### config.mk
export PLATFORM = sky130hd
export DESIGN_NAME = rr_index_arbiter
export DESIGN_NICKNAME = d
export VERILOG_FILES = /design/src/rtl/rr_arb_pkg.sv /design/src/rtl/rr_index_pick.sv /design/src/rtl/rr_index_arbiter.sv
export SDC_FILE = /design/constraint.sdc
export NUM_CORES = 1
export LEC_CHECK = 0
export CAP_MARGIN = 20
export CORE_ASPECT_RATIO = 0.7
export CORE_MARGIN = 2
export CORE_UTILIZATION = 54
export CTS_CLUSTER_DIAMETER = 30
export CTS_CLUSTER_SIZE = 24
export DETAILED_ROUTE_END_ITERATION = 8
export GPL_TIMING_DRIVEN = 1
export PLACE_DENSITY = 0.83
export SLEW_MARGIN = 5
export SYNTH_ARGS = -nofsm -noshare
export SYNTH_HDL_FRONTEND = slang
export SYNTH_HIERARCHICAL = 1
export SYNTH_SLANG_ARGS = --single-unit
### constraint.sdc
create_clock -name CLK -period 6.4 [get_ports CLK]
set_input_delay 1.6 -clock CLK [delete_from_list [all_inputs] [get_ports CLK]]
set_output_delay 1.6 -clock CLK [all_outputs]
set_load 0.05 [all_outputs]
### src/rtl/rr_arb_pkg.sv
// Shared types and helpers for the round-robin index arbiter.
package rr_arb_pkg;

    typedef enum logic {IDLE, OFFER} rr_state_t;

    // Increment with explicit wrap so non-power-of-2 requester counts work.
    function automatic int wrap_inc(input int idx, input int limit);
        return (idx == limit) ? 0 : idx + 1;
    endfunction

endpackage

### src/rtl/rr_index_pick.sv
// Combinational round-robin pick: first set request bit at or after PTR,
// wrapping to bit 0. Uses a double-width vector whose low half keeps only
// bits >= PTR, so the lowest set bit of the whole vector is the answer.
module rr_index_pick #(
    parameter int EncodeWidth = 4,
    parameter int ReqWidth    = 2**EncodeWidth
) (
    input  logic [ReqWidth-1:0]    REQ,
    input  logic [EncodeWidth-1:0] PTR,
    output logic                   HIT,
    output logic [EncodeWidth-1:0] IDX
);

    localparam logic [EncodeWidth:0] ReqCount = (EncodeWidth+1)'(ReqWidth);

    logic [ReqWidth-1:0]   mask;
    logic [2*ReqWidth-1:0] dbl;
    logic [EncodeWidth:0]  pos;
    logic                  found;

    // Masked double-width lowest-set-bit search.
    always_comb begin
        mask  = '0;
        pos   = '0;
        found = 1'b0;
        for (int i = 0; i < ReqWidth; i++) begin
            mask[i] = (i >= int'(PTR));
        end
        dbl = {REQ, REQ & mask};
        for (int i = 0; i < 2*ReqWidth; i++) begin
            if (!found && dbl[i]) begin
                found = 1'b1;
                pos   = (EncodeWidth+1)'(i);
            end
        end
    end

    assign HIT = |REQ;
    assign IDX = (pos >= ReqCount) ? EncodeWidth'(pos - ReqCount) : pos[EncodeWidth-1:0];

endmodule

### src/rtl/rr_index_arbiter.sv
// Round-robin arbiter producing a registered binary grant index with a
// valid/ready handshake. Offers are sticky until accepted; a new index is
// loaded on the accepting edge so back-to-back grants have no bubble.
// Optional burst hold is enabled by defining RR_INDEX_ARBITER_LOCK_EN,
// which adds the LOCK input.
module rr_index_arbiter
    import rr_arb_pkg::*;
#(
    parameter int EncodeWidth = 4,
    parameter int ReqWidth    = 2**EncodeWidth
) (
    input  logic                   CLK,
    input  logic                   RST,
    input  logic [ReqWidth-1:0]    REQ,
`ifdef RR_INDEX_ARBITER_LOCK_EN
    input  logic                   LOCK,
`endif
    output logic                   GNT_VALID,
    input  logic                   GNT_READY,
    output logic [EncodeWidth-1:0] GNT_IDX,
    output logic                   BUSY
);

    generate
        if (ReqWidth < 2 || ReqWidth > 2**EncodeWidth) begin : g_bad_width
            $error("rr_index_arbiter: ReqWidth must be in 2..2**EncodeWidth");
        end
    endgenerate

    rr_state_t              state_q, state_d;
    logic [EncodeWidth-1:0] idx_q, idx_d;
    logic [EncodeWidth-1:0] ptr_q, ptr_d;
    logic [EncodeWidth-1:0] adv_ptr;
    logic [EncodeWidth-1:0] pick_ptr;
    logic [EncodeWidth-1:0] pick_idx;
    logic                   pick_hit;
    logic                   hs;
    logic                   hold;

    // Pointer after serving the current grant, wrapping at the last requester.
    assign adv_ptr = EncodeWidth'(wrap_inc(int'(idx_q), ReqWidth - 1));

`ifdef RR_INDEX_ARBITER_LOCK_EN
    assign hold = LOCK & REQ[idx_q];
`else
    assign hold = 1'b0;
`endif

    // While offering, the search only matters on a handshake, where it must
    // already use the advanced pointer; in IDLE it uses the stored pointer.
    assign pick_ptr = (state_q == OFFER) ? adv_ptr : ptr_q;
    assign hs       = (state_q == OFFER) & GNT_READY;

    rr_index_pick #(
        .EncodeWidth(EncodeWidth),
        .ReqWidth   (ReqWidth)
    ) u_pick (
        .REQ(REQ),
        .PTR(pick_ptr),
        .HIT(pick_hit),
        .IDX(pick_idx)
    );

    // Next-state: offer from IDLE, or advance/reload/retire on a handshake.
    always_comb begin
        state_d = state_q;
        idx_d   = idx_q;
        ptr_d   = ptr_q;
        case (state_q)
            IDLE: begin
                if (pick_hit) begin
                    idx_d   = pick_idx;
                    state_d = OFFER;
                end
            end
            OFFER: begin
                if (hs && !hold) begin
                    ptr_d = adv_ptr;
                    if (pick_hit) begin
                        idx_d = pick_idx;
                    end else begin
                        state_d = IDLE;
                    end
                end
            end
            default: state_d = IDLE;
        endcase
    end

    // State registers; reset drops any outstanding offer.
    always_ff @(posedge CLK) begin
        if (RST) begin
            state_q <= IDLE;
            idx_q   <= '0;
            ptr_q   <= '0;
        end else begin
            state_q <= state_d;
            idx_q   <= idx_d;
            ptr_q   <= ptr_d;
        end
    end

    assign GNT_VALID = (state_q == OFFER);
    assign BUSY      = (state_q == OFFER);
    assign GNT_IDX   = idx_q;

endmodule

; ---- After elaboration in Yosys (flattened, before gate mapping)
; Cells that the tools add are included.
; W data, S select, Z words.
[op_classes]
add_sub_neg = 2
order_cmp = 16
eq_ne = 2
muxes = 71
n_bitwise = 3
n_reduce_logical = 64
[ops]
columns = cell, n
row1 = $mux W5, 16
row2 = $mux W4, 13
row3 = $mux W1, 34
row4 = $logic_and A1 B1 Y1, 31
row5 = $logic_not A1 Y1, 31
row6 = $ge A4 B4 Y1 const A, 7
row7 = $and A16 B16 Y16, 1
row8 = $ge A3 B4 Y1 const A, 4
row9 = $reduce_or A16 Y1, 1
row10 = $mux W3, 4
row11 = $ge A1 B4 Y1 const A, 2
row12 = $ge A2 B4 Y1 const A, 2
row13 = $pmux W4 S2, 1
row14 = $ge A5 B5 Y1 const B, 1
row15 = $add A4 B1 Y4 const B, 1
row16 = $eq A4 B1 Y1 const B, 1
row17 = $mux W2, 2
row18 = $sub A4 B1 Y4 const B, 1
row19 = $ne A2 B1 Y1 const B, 1
row20 = $pmux W1 S2, 1
row21 = $reduce_and A2 Y1, 1
row22 = $and A1 B1 Y1, 1
row23 = $not A1 Y1, 1
[totals]
reg_bits = 9
inputBits = 19
out_inout_bits = 6
elab_cells = 161

; ---- Depth between registers and ports, before layout
; Gate-level depths: netlist of run 1.
[logic_depth]
ltp_word = 104
mapped_depth = 14
depth_no_buf = 12

; ---- Modules after synthesis
; Netlist of run 1, hierarchy kept.
[modules_own_cells]
columns = module, instances, cells_per_inst, area_per_inst_um2, seq_area_each_um2
row1 = rr_index_pick, 1, 113, 789.5, 0.0
row2 = rr_index_arbiter, 1, 52, 456.7, 180.2

; ---- Worst setup path after synthesis of run 1
; Ideal clock, no wire load.
[synth_path]
kind = input to register
startpoint = input port REQ[8]
endpoint = register idx_q[0], in the netlist GNT_IDX[0]
setup_time_ns = 0.130
t_arrival_ns = 2.909
required_ns = 6.270
slack_ns = 3.361
stages = 8
n_path_buf = 0
path_cell_list = or4_4 -> nand3b_1 -> nor2_1 -> a31oi_1 -> o2111ai_1 -> o21ai_1 -> nand3_1 -> a21oi_1
[synth_via]
elab_chain_cells = 77
[synth_rtl]
columns = item, line
row1 = "start, declared", rr_index_arbiter.sv:14  ; input logic [ReqWidth-1:0] REQ,
row2 = $and A16 B16 Y16, rr_index_pick.sv:29  ; dbl = {REQ, REQ & mask};
row3 = $logic_and A1 B1 Y1, rr_index_pick.sv:31  ; if (!found && dbl[i]) begin
row4 = $mux W1, rr_index_pick.sv:31
row5 = $logic_not A1 Y1, rr_index_pick.sv:31
row6 = $logic_and A1 B1 Y1, rr_index_pick.sv:31
row7 = $mux W1, rr_index_pick.sv:31
row8 = $logic_not A1 Y1, rr_index_pick.sv:31
row9 = $logic_and A1 B1 Y1, rr_index_pick.sv:31
row10 = [... 62 more ...], n/a
row11 = $logic_and A1 B1 Y1, rr_index_pick.sv:31
row12 = $mux W5 (*), rr_index_pick.sv:31
row13 = $sub A4 B1 Y4 or $ge A5 B5 Y1 (tied branches), rr_index_pick.sv:39  ; assign IDX = (pos >= ReqCount) ? EncodeWidth'(pos - ReqCount) : pos[EncodeWidth-1:0];
row14 = $mux W4 (*), rr_index_pick.sv:39
row15 = named net pick_idx[0], rr_index_arbiter.sv:35  ; logic [EncodeWidth-1:0] pick_idx;
row16 = $mux W4 (*), "rr_index_arbiter.sv:71, rr_index_arbiter.sv:79"
row17 = $mux W4, rr_index_arbiter.sv:77  ; if (hs && !hold) begin
row18 = $pmux W4 S2 (*), rr_index_arbiter.sv:69  ; case (state_q)
row19 = "end signal, assigned", rr_index_arbiter.sv:98  ; idx_q <= idx_d;
row20 = "end, declared", rr_index_arbiter.sv:31  ; logic [EncodeWidth-1:0] idx_q, idx_d;
; The timed path passes the listed nets; every way through them passes the cells marked *. The select of a mux whose other input is x is not followed.
; A chain may end at the register's enable or synchronous reset.

; ---- Final worst setup path of run 1
[layout_path]
startpoint = input port REQ[0]
endpoint = register idx_q[3], in the netlist GNT_IDX[3]
[layout_lines]
columns = item, line
row1 = $reduce_or A16 Y1 (*), rr_index_pick.sv:38  ; assign HIT = |REQ;
row2 = named net pick_hit, rr_index_arbiter.sv:36  ; logic pick_hit;
row3 = $mux W4 (*), "rr_index_arbiter.sv:71, rr_index_arbiter.sv:79"
row4 = $mux W4, rr_index_arbiter.sv:77
row5 = $pmux W4 S2 (*), rr_index_arbiter.sv:69
; Marked as above.

==> results of run 1 <==
==> power breakdown <==
| part | internal [mW] | total (mW) | switching [mW] |
|---|---|---|---|
| combinational | 0.0545 | 0.135 | 0.0807 |
| clock | 0.0240 | 0.0440 | 0.0200 |
| sequential | 0.0617 | 0.0688 | 0.00706 |
==> worst min-delay path: cells and delay by family, from the launching register on <==
family           cells  cell delay [ns]
muxes                1             0.06
and+or+nand+nor      1             0.08
DFF                  1             0.33
==> final cells by class <==
| class | count | area [um2] | share of cell area, % |
|---|---|---|---|
| multi-input combinational | 138 | 937.1 | 63.91 |
| tap | 32 | 40.04 | 2.730 |
| sequential | 9 | 180.2 | 12.29 |
| inverter | 8 | 35.03 | 2.389 |
| timing repair buffer | 25 | 247.7 | 16.89 |
| clock buffer | 4 | 26.28 | 1.792 |
==> stage by stage <==
stage	instance area, um2	hold WS (ns)	setup WS [ns]	total power [mW]
floorplan	1246	0.4561	3.361	0.1673
CTS	1459	0.5056	2.897	0.2453
global placement	1433	0.4685	2.667	0.1985
detailed placement	1433	0.4904	2.622	0.2007
global route	1466	0.5161	2.684	0.2659
finish	1466	0.5015	2.830	0.2480
==> path summary, 6_finish.rpt <==
| path | endpoint | cells after the start | startpoint |
|---|---|---|---|
| max | GNT_IDX[3] | 8 | REQ[0] |
| min | ptr_q[1] | 2 | ptr_q[1] |
| max reg2reg | GNT_IDX[3] | 11 | GNT_IDX[0] |
| min reg2reg | ptr_q[1] | 2 | ptr_q[1] |
==> Yosys cell counts, types with 3 or more instances <==
cell       n  area share, %
dfxtp_1    9             14
a211oi_1   3            1.8
buf_4      3            1.8
buf_6      6            5.4
a21boi_1   3            1.8
a31oi_1    4            2.0
nand3_1    6            2.4
o211ai_1   3            1.8
nand3b_1   3            1.8
nand2_1    8            2.4
nor2b_1    4            2.0
nand2b_1   4            2.0
inv_1      7            2.1
o21ai_0   12            4.8
nor2_1    19            5.7
nor3_1     5            2.0
a21oi_1   14            5.6
==> registers in the layout, indices dropped and copies added, names as in the netlist <==
signal   count
ptr_q        4
GNT_IDX      4
BUSY         1
==> layer usage <==
| metal | up-vias | track usage (%) |
|---|---|---|
| li1 | 671 | - |
| met1 | 638 | 43.56 |
| met2 | 79 | 36.38 |
| met3 | 0 | 9.064 |
| met4 | 0 | 3.830 |
| met5 | - | 0 |
==> cells by family after synthesis <==
logic type	synth area share [%]
buf+inv	10.34
xor+xnor	0.7029
mux	3.414
simple gates	31.12
flops	14.46
compound gates	38.96
fa+ha+maj	1.004
==> results list, run 1 <==
* Status: completed
- The floorplan step defined a die boundary enclosing 2714 um2.
* Category of the worst setup path launch point: input pin
- After detailed routing, the wire length on met1 is 1.655 mm.
- CP Buf/Inv Count: 2
- The clock arrives with 0.008349 ns of skew.
- The most used flip-flop cell after synthesis is dfxtp_1.
- Setup total negative slack on the finished layout was measured at 0 ns.
- Max-cap violations: 0
- Setup repair after global routing left no endpoint under its margin.
* Max frequency: 280.1 MHz
- Vertical die dimension: 44.19 um
- Utilization after layout: 67.51%
- Largest stage delay on the critical path: 0.59 ns
* Worst reg-to-reg setup slack: 3.22 ns
* CTS Buf Count: 3
- Total DRC errors in the routed layout: 0
- Using the TritonRoute via totals, the vias-per-cell ratio works out to 6.426.
* Clock root cell: clkbuf_4
* Peak supply drop: 0.0001138 V
- H-Tree Depth: 1
* Clk buf depth: 2
* Total overflow reported by the global router: 0
* Post-layout nets: 205
* Overall routed net length: 3.513 mm
- Share of post-route cells with drive strength above 1: 14.67%
- For the worst setup path, the data arrival time is 3.76 ns.
- Antenna diode count: 0
* Commonest non-fill, non-tap cells in the layout: clkdlybuf4s50_1, nor2_1, a21oi_1
- The count of final max-slew check failures was 0.
* DPL Wire Length: 2.807 mm
* Number of standard-cell rows in the floorplan: 14
- The via count of the first global-routing pass is 1197.
- The count of final hold-check violations is 0.
* Total number of vias: 1388
- Synthesis inferred 9 register bits.
* Clock latency of the later-clocked register in the worst-skew pair: 0.27 ns
* Maximum number of pins on one net before global-route repair: 16
* Average footprint of a synthesized cell: 7.553 um2
* Worst Tran Pin Value: 0.8985 ns
* Met2 layer wire length in the routed design: 1.468 mm
* Number of design-rule violations left by the first detailed-router iteration: 180
- Post-CTS Hold Fix Bufs: 0
* CP cell instances: clkdlybuf4s50_1 -> nor4_2 -> nand3b_1 -> nor3_1 -> nand2_1 -> inv_1 -> o21ai_0 -> a21oi_1
- Power density over cell area: 169.1 nW/um2
- Number of clock sinks: 9
- Post-synthesis cell count: 165
* Leakage power total: 0.5316 nW
- Data on the critical path is required at its endpoint by 6.59 ns.
- The cell area that synthesis handed to floorplanning was 1246 um2.
- Number of I/O pins: 25
- After layout, the worst path uses 55.78% of the clock period.
* Initial antenna violation count: 0
* Fraction of the yosys area taken by sequential cells: 14.46%
- Post-layout minimum cycle time: 3.570 ns
- Met3 Routed Length: 389 um
* WL/cell: 16.26 um
* Drt first pass iters: 4
- The cell family contributing the most delay on the critical path is simple AND/OR/NAND/NOR gates.
- Worst hold-check path type: reg -> reg
- The number of setup buffers added after CTS is 0.
- Headroom to the max-slew limit came out at 40.10%.
- The congestion estimate from routability-driven global placement came to 1.080.
* CTS tree: yes
- In this run, placement finished with an instance count of 211.
- Synthesized netlist net count: 185
* Antenna-violating nets left: 0
* Most common cell after layout, fill and taps aside: clkdlybuf4s50_1
- The worst setup path is of the in -> reg kind.
- Counting flops with an async set or reset pin after synthesis yields a share of 0%.
- First-pass GRT wire length: 5.630 mm
- Initial standard-cell utilization of the core: 57.37%
- Post-cts resize count: 0
* Core area: 2172 um2
- Clock-pin transition on the worst setup and hold timing paths: 0.06 ns
- Area growth from synthesis to final layout: 17.67%
- Number of distinct library cell variants in the gate-level netlist after synthesis: 61
- The highest metal layer carrying signal wires in the routed design is met3.
* Count of input and output buffers: 24
* Overall routing resource usage: 27.54%
- Warning count from the yosys run: 6
* Category of the worst setup path capture point: flop
* Final non-filler cell total: 216
- Peak fanout along the critical path: 6
* Final setup fails: 0
- Number of filler cells placed in the layout: 198
* Critical-path top delay cell: nor4_2
- Die width: 61.42 um
- The synthesized design contains 0 enable-type register cells.
(Power assumes the default switching activity.)
==> run 2, diff against run 1 <==
--- a/config.mk
+++ b/config.mk
@@ -8,12 +8,12 @@
 export CAP_MARGIN = 20
 export CORE_ASPECT_RATIO = 0.7
 export CORE_MARGIN = 2
-export CORE_UTILIZATION = 54
+export CORE_UTILIZATION = 52
 export CTS_CLUSTER_DIAMETER = 30
 export CTS_CLUSTER_SIZE = 24
 export DETAILED_ROUTE_END_ITERATION = 8
 export GPL_TIMING_DRIVEN = 1
-export PLACE_DENSITY = 0.83
+export PLACE_DENSITY = 0.81
 export SLEW_MARGIN = 5
 export SYNTH_ARGS = -nofsm -noshare
 export SYNTH_HDL_FRONTEND = slang
==> constraint.sdc (replaced) <==
create_clock -name CLK -period 3.4 [get_ports CLK]
set_input_delay 0.85 -clock CLK [delete_from_list [all_inputs] [get_ports CLK]]
set_output_delay 0.85 -clock CLK [all_outputs]
set_load 0.05 [all_outputs]
==> results list, run 2 (same netlist as run 1, synthesis figures left out) <==
* Ratio of routed vias to standard cells: 6.429 (about the same)
- The number of optimization iterations in the first detailed-route pass was 5 (+1).
- Leakage power total: 0.5474 nW (+3.0%)
- CP cell instances: ha_1 -> a31oi_1 -> mux2_2 -> and2b_2 -> o211ai_1 -> and2_1 -> and3_4 -> nand2_1 -> inv_1 -> o21ai_0 -> a21oi_1
- The layer flagged by global routing as most heavily used is met2.
* Cell Count Post-Placement: 215 (+1.9%)
- FF+latch area: 180.2 um2 (unchanged)
* Number of hold violations in the final report: 0 (unchanged)
- Overall routing resource usage: 27.11% (-0.43 points)
* Number of filler cells placed in the layout: 202 (+2.0%)
- CP delay by family, top: simple AND/OR/NAND/NOR gates
- Peak fanout along the critical path: 13 (+7)
- The die area is 2810 um2 (+3.6%).
* Routability cong.: 0.9268 (-14%)
- Worst setup path class: reg -> reg
* Max frequency: 345.1 MHz
- The remaining number of nets flagged by the antenna check after routing was 0 (unchanged).
* DPL Wire Length: 2.962 mm (+5.5%)
* Startpoint of the worst-slack reg-to-reg timing path: GNT_IDX[0]
* Worst slew slack as a fraction of its limit: 60.71% (+21 points)
- The number of rows in the core area was 14 (unchanged).
- The largest net degree at the start of global routing is 16 (unchanged).
- The routed design could run at a clock period as short as 2.898 ns.
* Unrepaired setup endpoints after global routing: no
- Final setup fails: 0 (unchanged)
- H-Tree Depth: 1 (unchanged)
- Number of clock sinks: 9 (unchanged)
- Post-layout nets: 208 (+1.5%)
* Worst Tran Pin Value: 0.5893 ns (-0.3091 ns)
- The most critical setup path has its startpoint at GNT_IDX[0].
- Compared with the post-synthesis result, the final layout area differs by 19.78%.
- Final Skew: 0.0009067 ns (-0.007442 ns)
- The power per unit of standard cell area is 316.6 nW/um2 (+87%).
- TritonCTS built the clock tree.
- The number of buffers added by the clock tree synthesis step came to 3 (unchanged).
* Overall routed net length: 3.722 mm (+5.9%)
* Max Slew Vio Count: 0 (unchanged)
- Antenna diode count: 0 (unchanged)
- The total via count after detailed routing came to 1408 (+1.4%).
* Met1 Usage GRT: 40.03% (-3.5 points)
* Status: completed
- Max-cap violations: 0 (unchanged)
- Initial standard-cell utilization of the core: 56.46% (-0.91 points)
- The number of placed I/O pins was 25 (unchanged).
- Total overflow reported by the global router: 0 (unchanged)
* Worst hold-check path type: reg -> reg
- Peak supply drop: 0.0002411 V (+110%)
* Largest stage delay on the critical path: 0.36 ns (-0.23 ns)
* Final Cell Area: 1493 um2 (+1.8%)
- Number of design-rule violations left by the first detailed-router iteration: 168 (-6.7%)
- Final period utilization: 85.23%
* Most common cell after layout, fill and taps aside: clkdlybuf4s50_1
- The die span in y came to 44.96 um (+1.7%).
* Clock-pin transition on the worst setup and hold timing paths: 0.06 ns (about the same)
- The arrival time of data at the critical path endpoint is 3.09 ns (-0.67 ns).
- Count of input and output buffers: 24 (unchanged)
- The endpoint required time on the critical path came to 3.59 ns (-3.00 ns).
- Category of the worst setup path launch point: flop
* Instance area at placement: 1463 um2 (+2.1%)
- The via count of the first global-routing pass came to 1230 (+2.8%).
- The ratio of cells with drive above 1 in the final layout came to 16.58% (+1.9 points).
* Commonest non-fill, non-tap cells in the layout: clkdlybuf4s50_1, nor2_1, a21oi_1
* WL/cell: 17.00 um (+4.5%)
- Post-CTS Hold Fix Bufs: 0 (unchanged)
* Met2 GRT Util: 43.01% (+6.6 points)
- Category of the worst setup path capture point: flop
- The global-route wire length before repair is 5.954 mm (+5.8%).
- Clock root cell: clkbuf_4
- The total negative setup slack is 0 ns (unchanged).
- The area of the core is 2207 um2 (+1.6%).
* Clk buf depth: 2 (unchanged)
- CP Buf/Inv Count: 1 (-1)
- On the critical path, the stage with the largest delay is an instance of mux2_2.
- The remaining routing DRC violations came to 0 (unchanged).
- Final non-filler cell total: 219 (+1.4%)
- Hold slack: 0.5033 ns (+0.001775 ns)
- The multi-input gate area in the final layout came to 940.9 um2 (+0.40%).
* Die width: 62.51 um (+1.8%)
- Clock latency of the later-clocked register in the worst-skew pair: 0.26 ns (about the same)
- Worst Min Path Start: ptr_q[0]
- Utilization after layout: 67.63% (+0.12 points)
- The met3 layer usage reported by global route is 4.988% (-4.1 points).
* Initial antenna violation count: 0 (unchanged)
run 2: repair_timing:
| item | in CTS | in global routing |
|---|---|---|
| hold endpoints to repair | 0 | 0 |
| resized for setup | 0 | 1 |
| endpoints found under the setup margin | 0 | 5 |
| setup buffers | 0 | 0 |
run 2: worst register-to-register path, cell delays in order, from the launching register on:
cell and delay, ns:
dfxtp_1 0.35, ha_1 0.25, a31oi_1 0.24, mux2_2 0.36, and2b_2 0.26, o211ai_1 0.24, and2_1 0.33, and3_4 0.27
nand2_1 0.12, inv_1 0.15, o21ai_0 0.11, a21oi_1 0.15
run 2: cell type report:
cell class                 instances  area share, %
multi-input combinational        138          63.03
timing repair buffer              28          18.11
sequential                         9          12.07
tap                               32          2.682
inverter                           8          2.347
clock buffer                       4          1.760
run 2: worst paths after layout:
check | end | slack [ns] | cells after the start
max | GNT_IDX[1] | 0.50 | 11
min | ptr_q[0] | 0.50 | 2
max reg2reg | GNT_IDX[1] | 0.50 | 11
min reg2reg | ptr_q[0] | 0.50 | 2
run 2: stage by stage:
step / worst slack [ns] / total power, mW
2_1_floorplan: 0.5292 / 0.3149
3_3_place_gp: 0.3186 / 0.3747
3_5_place_dp: 0.2353 / 0.3832
4_1_cts: 0.2267 / 0.4677
5_1_grt: 0.2334 / 0.4990
6_report: 0.5022 / 0.4725
run 2: where the power goes:
group,switching [mW],leakage (nW),internal (mW)
logic,0.156,0.458,0.105
clock network,0.0379,0.0150,0.0453
registers,0.0115,0.0742,0.116
total,0.206,0.547,0.267
run 2: metal layers:
| metal | up-vias | share of wire, % |
|---|---|---|
| met5 | - | 0 |
| met4 | 0 | 0 |
| met3 | 0 | 9.0 |
| met2 | 77 | 42 |
| met1 | 656 | 49 |
| li1 | 675 | - |
